### src/rtl/mem_arbiter_n.sv
// rtl/mem_arbiter_n.sv - N-channel memory port arbiter, fixed-priority or round-robin, with timeout
// One transaction in flight; the winner's payload is registered onto the bus until completion or timeout.
module mem_arbiter_n #(
  parameter int NCH     = 2,
  parameter int AW      = 32,
  parameter int DW      = 32,
  parameter int MODE    = 0,
  parameter int TIMEOUT = 0
) (
  input  logic                  clk,
  input  logic                  rst,
  input  logic [NCH-1:0]        req_valid,
  input  logic [NCH-1:0]        req_instr,
  input  logic [NCH*AW-1:0]     req_addr,
  input  logic [NCH*DW-1:0]     req_wdata,
  input  logic [NCH*DW/8-1:0]   req_wstrb,
  output logic [NCH-1:0]        resp_ready,
  output logic                  resp_error,
  output logic [DW-1:0]         resp_rdata,
  output logic [NCH-1:0]        grant,
  output logic                  memory_valid,
  output logic                  memory_instr,
  output logic [AW-1:0]         memory_addr,
  output logic [DW-1:0]         memory_wdata,
  output logic [DW/8-1:0]       memory_wstrb,
  input  logic [DW-1:0]         memory_rdata,
  input  logic                  memory_ready
);

  localparam int SW       = DW / 8;
  localparam int IW       = (NCH > 1) ? $clog2(NCH) : 1;
  localparam int CW       = (TIMEOUT > 1) ? $clog2(TIMEOUT) : 1;
  localparam int TMO_LAST = (TIMEOUT > 0) ? TIMEOUT - 1 : 0;

  typedef enum logic {IDLE, BUSY} state_t;

  state_t          state;
  state_t          state_nxt;
  logic [IW-1:0]   ptr;
  logic [IW-1:0]   owner;
  logic [IW-1:0]   win;
  logic            found;
  logic [CW-1:0]   cnt;
  logic            done_ok;
  logic            tmo;
  logic            finish;

  // Winner selection: lowest index, or first set index at/after the pointer with wrap.
  always_comb begin
    win   = '0;
    found = 1'b0;
    if (MODE == 1) begin
      for (int k = 0; k < NCH; k++) begin
        if (!found && req_valid[(int'(ptr) + k) % NCH]) begin
          win   = IW'((int'(ptr) + k) % NCH);
          found = 1'b1;
        end
      end
    end else begin
      for (int i = NCH - 1; i >= 0; i--) begin
        if (req_valid[i]) begin
          win   = IW'(i);
          found = 1'b1;
        end
      end
    end
  end

  // memory_ready takes precedence over an expiring counter in the same cycle.
  assign done_ok = (state == BUSY) && memory_ready;
  assign tmo     = (TIMEOUT > 0) && (state == BUSY) && !memory_ready && (cnt == CW'(TMO_LAST));
  assign finish  = done_ok || tmo;

  assign resp_ready = finish ? grant : '0;
  assign resp_error = tmo;
  assign resp_rdata = memory_rdata;

  always_comb begin
    state_nxt = state;
    case (state)
      IDLE:    if (found) state_nxt = BUSY;
      BUSY:    if (finish) state_nxt = IDLE;
      default: state_nxt = IDLE;
    endcase
  end

  always_ff @(posedge clk) begin
    if (rst) begin
      state        <= IDLE;
      ptr          <= '0;
      owner        <= '0;
      cnt          <= '0;
      grant        <= '0;
      memory_valid <= 1'b0;
      memory_instr <= 1'b0;
      memory_addr  <= '0;
      memory_wdata <= '0;
      memory_wstrb <= '0;
    end else begin
      state <= state_nxt;
      case (state)
        IDLE: begin
          if (found) begin
            memory_valid <= 1'b1;
            memory_instr <= req_instr[win];
            memory_addr  <= req_addr[int'(win)*AW +: AW];
            memory_wdata <= req_wdata[int'(win)*DW +: DW];
            memory_wstrb <= req_wstrb[int'(win)*SW +: SW];
            grant        <= NCH'(1) << win;
            owner        <= win;
            cnt          <= '0;
          end
        end
        BUSY: begin
          if (finish) begin
            memory_valid <= 1'b0;
            grant        <= '0;
            if (MODE == 1)
              ptr <= (owner == IW'(NCH - 1)) ? '0 : owner + IW'(1);
          end else if (TIMEOUT > 0) begin
            cnt <= cnt + CW'(1);
          end
        end
        default: ;
      endcase
    end
  end

endmodule

### config.mk
export PLATFORM = sky130hd
export DESIGN_NAME = mem_arbiter_n
export DESIGN_NICKNAME = d
export VERILOG_FILES = /design/src/rtl/mem_arbiter_n.sv
export SDC_FILE = /design/constraint.sdc
export NUM_CORES = 1
export LEC_CHECK = 0
export ABC_AREA = 1
export CAP_MARGIN = 20
export CORE_MARGIN = 2
export CORE_UTILIZATION = 33
export CTS_BUF_LIST = sky130_fd_sc_hd__clkbuf_8
export DETAILED_ROUTE_END_ITERATION = 10
export PLACE_DENSITY = 0.88
export SYNTH_ARGS = -nofsm -noshare
export SYNTH_HDL_FRONTEND = slang
export SYNTH_SLANG_ARGS = --single-unit
### constraint.sdc
create_clock -name clk -period 1.2 [get_ports clk]
set_clock_uncertainty 0.1 [all_clocks]
set_input_delay 0.24 -clock clk [delete_from_list [all_inputs] [get_ports clk]]
set_output_delay 0.24 -clock clk [all_outputs]
set_load 0.05 [all_outputs]
## After elaboration in Yosys (flattened, before gate mapping)

Index checks and enable logic that the tools add are counted.
Widths: inputs -> output; s select.

| operators by class | value |
|---|---|
| mux-type cells | 15 |
| reductions and logical operators | 3 |
| equality and inequality tests | 2 |
| bitwise operators | 1 |
| shifts and indexed selects | 4 |
| magnitude comparators | 1 |

Operators with widths:

| cell | count |
|---|---|
| $shiftx 64x7->32 | 2 |
| $mux 1 | 9 |
| $shiftx 8x4->4 | 1 |
| $mux 2 | 3 |
| $pmux 1 s2 | 2 |
| $pmux 2 s2 | 1 |
| $reduce_and 2->1 | 2 |
| $lt 1x2->1 const B | 1 |
| $ne 2x1->1 const B | 1 |
| $ne 2x2->1 const B | 1 |
| $shl 1x1->2 const A | 1 |
| $logic_and 1x1->1 | 1 |
| $not 1->1 | 1 |

| word-level totals | value |
|---|---|
| logic and storage cells | 33 |
| bits in registers | 73 |
| bits of input ports | 175 |
| output and inout port bits | 107 |

## Logic depth before layout (Yosys ltp)

Gate-level depths: netlist of the first run.

| logic depth | value |
|---|---|
| word-level depth | 5 |
| depth in mapped cells | 8 |
| depth with buffers taken out | 6 |

## Worst setup path after synthesis of the first run

OpenSTA, ideal clock, no wires.

| timing path | value |
|---|---|
| path type | register to output |
| start point | reg grant[0] |
| end point | out resp_ready[0] |
| buffers on the path | 0 |
| data arrival time | 1.379 ns |
| path slack | -0.519 ns |
| cell stages (with the launch flop) | 3 |
| data required time | 0.860 ns |
| cell sequence | dfxtp_1 > inv_1 > nor2_1 |

| on the way | value |
|---|---|
| longest elaborated chain between the ends | 1 |

RTL lines:

| element | line | RTL |
|---|---|---|
| from (decl) | 20 | `output logic [NCH-1:0] grant,` |
| from (signal assigned) | 109 | `grant <= NCH'(1) << win;` |
| $mux 2 | 74 | `assign resp_ready = finish ? grant : '0;` |
| to (decl) | 17 | `output logic [NCH-1:0] resp_ready,` |

Every way passes these cells.

## Final worst setup path of the first run

| timing path | value |
|---|---|
| start point | reg state |
| end point | reg memory_wdata[4] |

| on the way | value |
|---|---|
| longest elaborated chain between the ends | 2 |

RTL lines:

| element | line | RTL |
|---|---|---|
| from (decl) | 37 | `state_t state;` |
| from (signal assigned) | 100 | `state <= state_nxt;` |
| $not 1->1 (no line) | n/a |  |
| $reduce_and 2->1 (no line) | n/a |  |
| to (signal assigned) | 107 | `memory_wdata <= req_wdata[int'(win)*DW +: DW];` |
| to (decl) | 24 | `output logic [DW-1:0] memory_wdata,` |

Every way passes these cells.
A chain may end at the register's enable or synchronous reset.

==> results of run 1 <==
## worst paths after layout
path / end / slack [ns] / from / cells past startpoint
max: memory_wdata[4] / -0.32 / state / 7
min: grant[1] / 0.31 / req_valid[1] / 3
max reg2reg: memory_wdata[4] / -0.32 / state / 7
min reg2reg: memory_valid / 0.40 / memory_valid / 2
## registers in the layout, indices dropped and copies added (netlist names)
signal	flops
memory_wdata	32
state	1
memory_instr	1
memory_valid	1
memory_wstrb	4
grant	2
memory_addr	32
## layout by cell type (no fill, tap or decap), types with 8 or more instances in the layout
cell type | synthesis | routed
buf_12 | 0 | 81
clkbuf_16 | 0 | 13
clkbuf_8 | 0 | 11
clkdlybuf4s50_1 | 0 | 140
dfxtp_2 | 0 | 65
dfxtp_4 | 0 | 8
inv_1 | 74 | 72
nand2_1 | 141 | 93
nand2_2 | 1 | 19
nand2_4 | 0 | 28
nor2_1 | 211 | 171
nor2_2 | 1 | 31
nor2_4 | 1 | 11
o21ai_0 | 59 | 50
o21ai_1 | 11 | 19
## critical path: cells and delay by family (launching register included)
| kind | cells | cell delay, ns |
|---|---|---|
| and+or+nand+nor | 4 | 0.42 |
| DFF | 1 | 0.37 |
| buffers and inverters | 3 | 0.52 |
## per-layer routing
layer  global-route usage (%)  share of wire, %
met1                     22.2                38
met2                     35.8                51
met3                     6.91               7.0
met4                     10.2               3.8
met5                        0                 0
## kinds of logic after synthesis
group / Yosys count / share of synthesized area, %
simple gates: 358 / 34.2
flops: 73 / 36.8
other cells: 1 / 0.0943
buf+inv: 144 / 19.7
compound gates: 73 / 9.19
## area by class of cell
type | instances | area [um2] | area share, %
Inverter | 74 | 278 | 3.42
Clock inverter | 5 | 53.8 | 0.662
Multi-Input combinational cell | 432 | 2180 | 26.9
Sequential cell | 73 | 1570 | 19.3
Tap cell | 147 | 184 | 2.26
Clock buffer | 11 | 151 | 1.86
Timing Repair Buffer | 258 | 3710 | 45.6
## power by group
group	internal (uW)	switching [uW]	leakage, uW
sequential	2710	257	0.000631
combinational	2020	1940	0.00306
clock	1070	1010	0.000109
## what timing repair did
| item | 4_1_cts | 5_1_grt |
|---|---|---|
| cloned | 6 | 15 |
| buffers inserted | 9 | 5 |
| pin swaps | 4 | 85 |
| gates resized for setup | 89 | 146 |
| endpoints found under the setup margin | 145 | 146 |
## through the flow
step                cells  hold slack (ns)
floorplan             649            0.199
global placement      953            0.380
detailed placement    953            0.380
CTS                   984            0.243
global route         1000            0.330
finish               1000            0.314
==> impl_metrics.toml, run 1 <==
[outcome]
status = "finished with violations"
violations = "negative setup slack"

[min_path]
min_path_type = "in2reg"

[grt]
grt_pass1_vias = 4265
grt_overflow = 0
grt_max_degree = 68
grt_first_pass_wirelength_um = 20700
grt_use_total_pct = 20.5
antenna_found_initial = 0

[sta]
timing.final.crit_share_pct = 127
finalHoldViolCount = 0
finalSetupViolCount = 129
drv_slew = 0
tns_ns = -18.84
post-route-min-period_ns = 1.52
timing.fmax_mhz = 658
rsz0062_at_grt = "true"
layout_setup_ws_ns = -0.321

[placement]
place_ws_ns = -0.637
dp_hpwl_um = 8620
port_buffers = 216
gp_congestion = 0.782
place_area_um2 = 6740

[clock_tree]
cts-root-buf = "clkbuf_8"
clockBufferDepth = 2
path_clk_slew_ns = 0.08
cts_sinks = 73
cts_tree = "done"
cts_htree_levels = 3
cts_hold_buf = 0
worstSkewPairLatency_ns = 0.37
numCtsBuffers = 9

[die]
die_h_um = 114
io_pins = 282
coreArea_um2 = 11900
die_x_um = 114
start_util_pct = 33.5
die-area_um2 = 12900
num_rows = 40

[critical_path]
cp_data_arrival_time_ns = 1.68
critPathKind = "reg2reg"
slowest_stage = "dfxtp_4"
path_cells = "buf_6, nor2_4, clkbuf_16, clkbuf_16, nand2_2, nor2_1, nor2_1"
end_kind = "flop"
cp_data_required_time_ns = 1.36
critPathMaxStageDelay_ns = 0.37
worstSetupStartpointType = "flop"
crit_path_max_fanout = 7

[synth]
ys_types = 17
ys.flop_type = "dfxtp_1"
netlist_top_cells_count = "nor2_1 (211), nand2_1 (141), inv_1 (74)"
synth_top_area_share_pct = 36.8
yosysWarnings = 0
async_flop_share_pct = 0
synth_most_common_cell = "nor2_1"
synth_top_area_cell = "dfxtp_1"
seq_area_frac_synth_pct = 36.8
ys_top_cells_by_area = "dfxtp_1 (37%), nor2_1 (20%), nand2_1 (13%)"
synth_edf_count = 0
synth.avg_cell_area_um2 = 6.12
synthesis.nets = 824
synth_cells = 649
syn_area_um2 = 3980
ys_seq_elements = 73

[detailed_routing]
drc = 0
drt_iter0_markers = 266
drt_wl_total_um = 16400
ant_nets = 0
first_pass_iters = 4
viasPerCell = 4.69
wl_per_cell_um = 16.4
vias = 4685

[flow_run]
drv_cap = 0

[layout]
final_area_um2 = 8130
fin_util_pct = 68.6
nNetsFinal = 1023
diodes = 0
fillers = 817
synthToLayoutAreaGrowth_pct = 105
drive_above_1_share_pct = 35.3

[power_and_ir_drop]
power_uw = 9000
leakage_uw = 0.00380
ir_worst_vdd_v = 0.000682
p_per_area_nw_per_um2 = 1110
(Power assumes the default switching activity.)
==> run 2, diff against run 1 <==
- CORE_MARGIN: 2 -> 1.5
==> impl_metrics.toml, run 2 (synthesis gave the netlist of run 1 again) <==
[outcome]
status = "finished with violations"
violations = "negative setup slack"

[die]
coreArea_um2 = 11600
start_util_pct = 34.4
die_h_um = 113
io_pins = 282
die_x_um = 113
die-area_um2 = 12700
num_rows = 39

[clock_tree]
cts_htree_levels = 3
cts_tree = "done"
cts_hold_buf = 0
path_clk_slew_ns = 0.08
cts_sinks = 73
clockBufferDepth = 2
worstSkewPairLatency_ns = 0.35
numCtsBuffers = 9
cts-root-buf = "clkbuf_8"

[sta]
hold_slack_ns = 0.312
post-route-min-period_ns = 1.48
timing.fmax_mhz = 677
drv_slew = 0
finalSetupViolCount = 75
tns_ns = -15.97
rsz0062_at_grt = "true"
finalHoldViolCount = 0
timing.final.crit_share_pct = 123
layout_setup_ws_ns = -0.276

[critical_path]
cp_data_arrival_time_ns = 1.61
cp_data_required_time_ns = 1.34
end_kind = "flop"
critPathKind = "reg2reg"
crit_path_max_fanout = 9
worstSetupStartpointType = "flop"

[layout]
drive_above_1_share_pct = 34.2
synthToLayoutAreaGrowth_pct = 105
final_area_um2 = 8140
final_cell_mix = "nor2_1 (182), clkdlybuf4s50_1 (139), nand2_1 (105)"
diodes = 0
layout_commonest_cell = "nor2_1"
fin_util_pct = 70.4
largestRegisters = "memory_addr (32), memory_wdata (32), memory_wstrb (4)"
nNetsFinal = 1046
fillers = 807

[detailed_routing]
viasPerCell = 4.75
ant_nets = 0
first_pass_iters = 5
drt_wl_total_um = 16400
vias = 4838
wl_per_cell_um = 16.1
drt_iter0_markers = 251
drc = 0

[flow_run]
drv_cap = 0

[min_path]
min_path_type = "in2reg"

[grt]
grt_first_pass_wirelength_um = 22600
grt_pass1_vias = 4613
grt_overflow = 0
grt_max_degree = 71
grt_use_total_pct = 22.8
antenna_found_initial = 1

[placement]
place_area_um2 = 6900
port_buffers = 216
dp_hpwl_um = 9200
place_ws_ns = -0.631
gp_congestion = 0.805

[power_and_ir_drop]
leakage_uw = 0.00387
p_per_area_nw_per_um2 = 1100
ir_worst_vdd_v = 0.000681
## run 2: changes by cell type in the layout (fill, tap and decap cells not counted), sizes merged
cell and change:
buf +29, dlygate4sd2 +1, clkbuf -7, clkinv -3, inv +4, clkdlybuf4s50 -1
## run 2: path summary, 6_finish.rpt
kind | start | to | slack [ns] | cells after the start
max | state | memory_addr[1] | -0.28 | 8
min | req_valid[0] | state | 0.31 | 3
min reg2reg | memory_wdata[24] | memory_wdata[24] | 0.43 | 2
max reg2reg | state | memory_addr[1] | -0.28 | 8
## run 2: timing repair
action | 4_1_cts | 5_1_grt
endpoints found under the hold margin | 0 | 0
cloned | 14 | 7
pin swaps | 16 | 63
buffers inserted | 13 | 7
setup endpoints to repair | 146 | 142
gates resized for setup | 131 | 92
## run 2: worst max-delay path, cell delays in order, from the launching register on
cell and delay (ns):
dfxtp_2 0.33, buf_4 0.13, nor2_4 0.12, buf_12 0.14, buf_12 0.15, clkbuf_16 0.17, nand2_1 0.06, nor2_1 0.10
nor2_1 0.06
## run 2: cell type report
class                           count  area, um2  area share, %
Timing Repair Buffer              281       3900           48.0
Multi-Input combinational cell    432       2020           24.8
Sequential cell                    73       1570           19.3
Inverter                           74        278           3.41
Tap cell                          143        179           2.20
Clock buffer                       10        138           1.69
Clock inverter                      6       51.3          0.630
## run 2: layer usage
layer  vias to the layer above  wire length (um)  global-route usage [%]
li1                       2341                 -                       -
met1                      2209              6000                    23.5
met2                       228              8480                    43.0
met3                        60              1410                    6.64
met4                         0               567                    9.62
met5                         -                 0                       0
## run 2: power by group
group | switching, uW | internal [uW]
Sequential | 256 | 2710
Combinational | 1920 | 2080
Clock | 960 | 991
Total | 3140 | 5790
## run 2: metrics by stage
stage	cells	power, uW
final	1019	8920
after global routing	1019	9280
after detailed placement	969	6170
after global placement	969	6110
after floorplan	649	4690
after CTS	1012	8710
==> run 3, diff against run 2 <==
- SLEW_MARGIN: not set -> 30
==> results of run 3 <==
Final layout, timing and power as in run 2 (identical DEF).
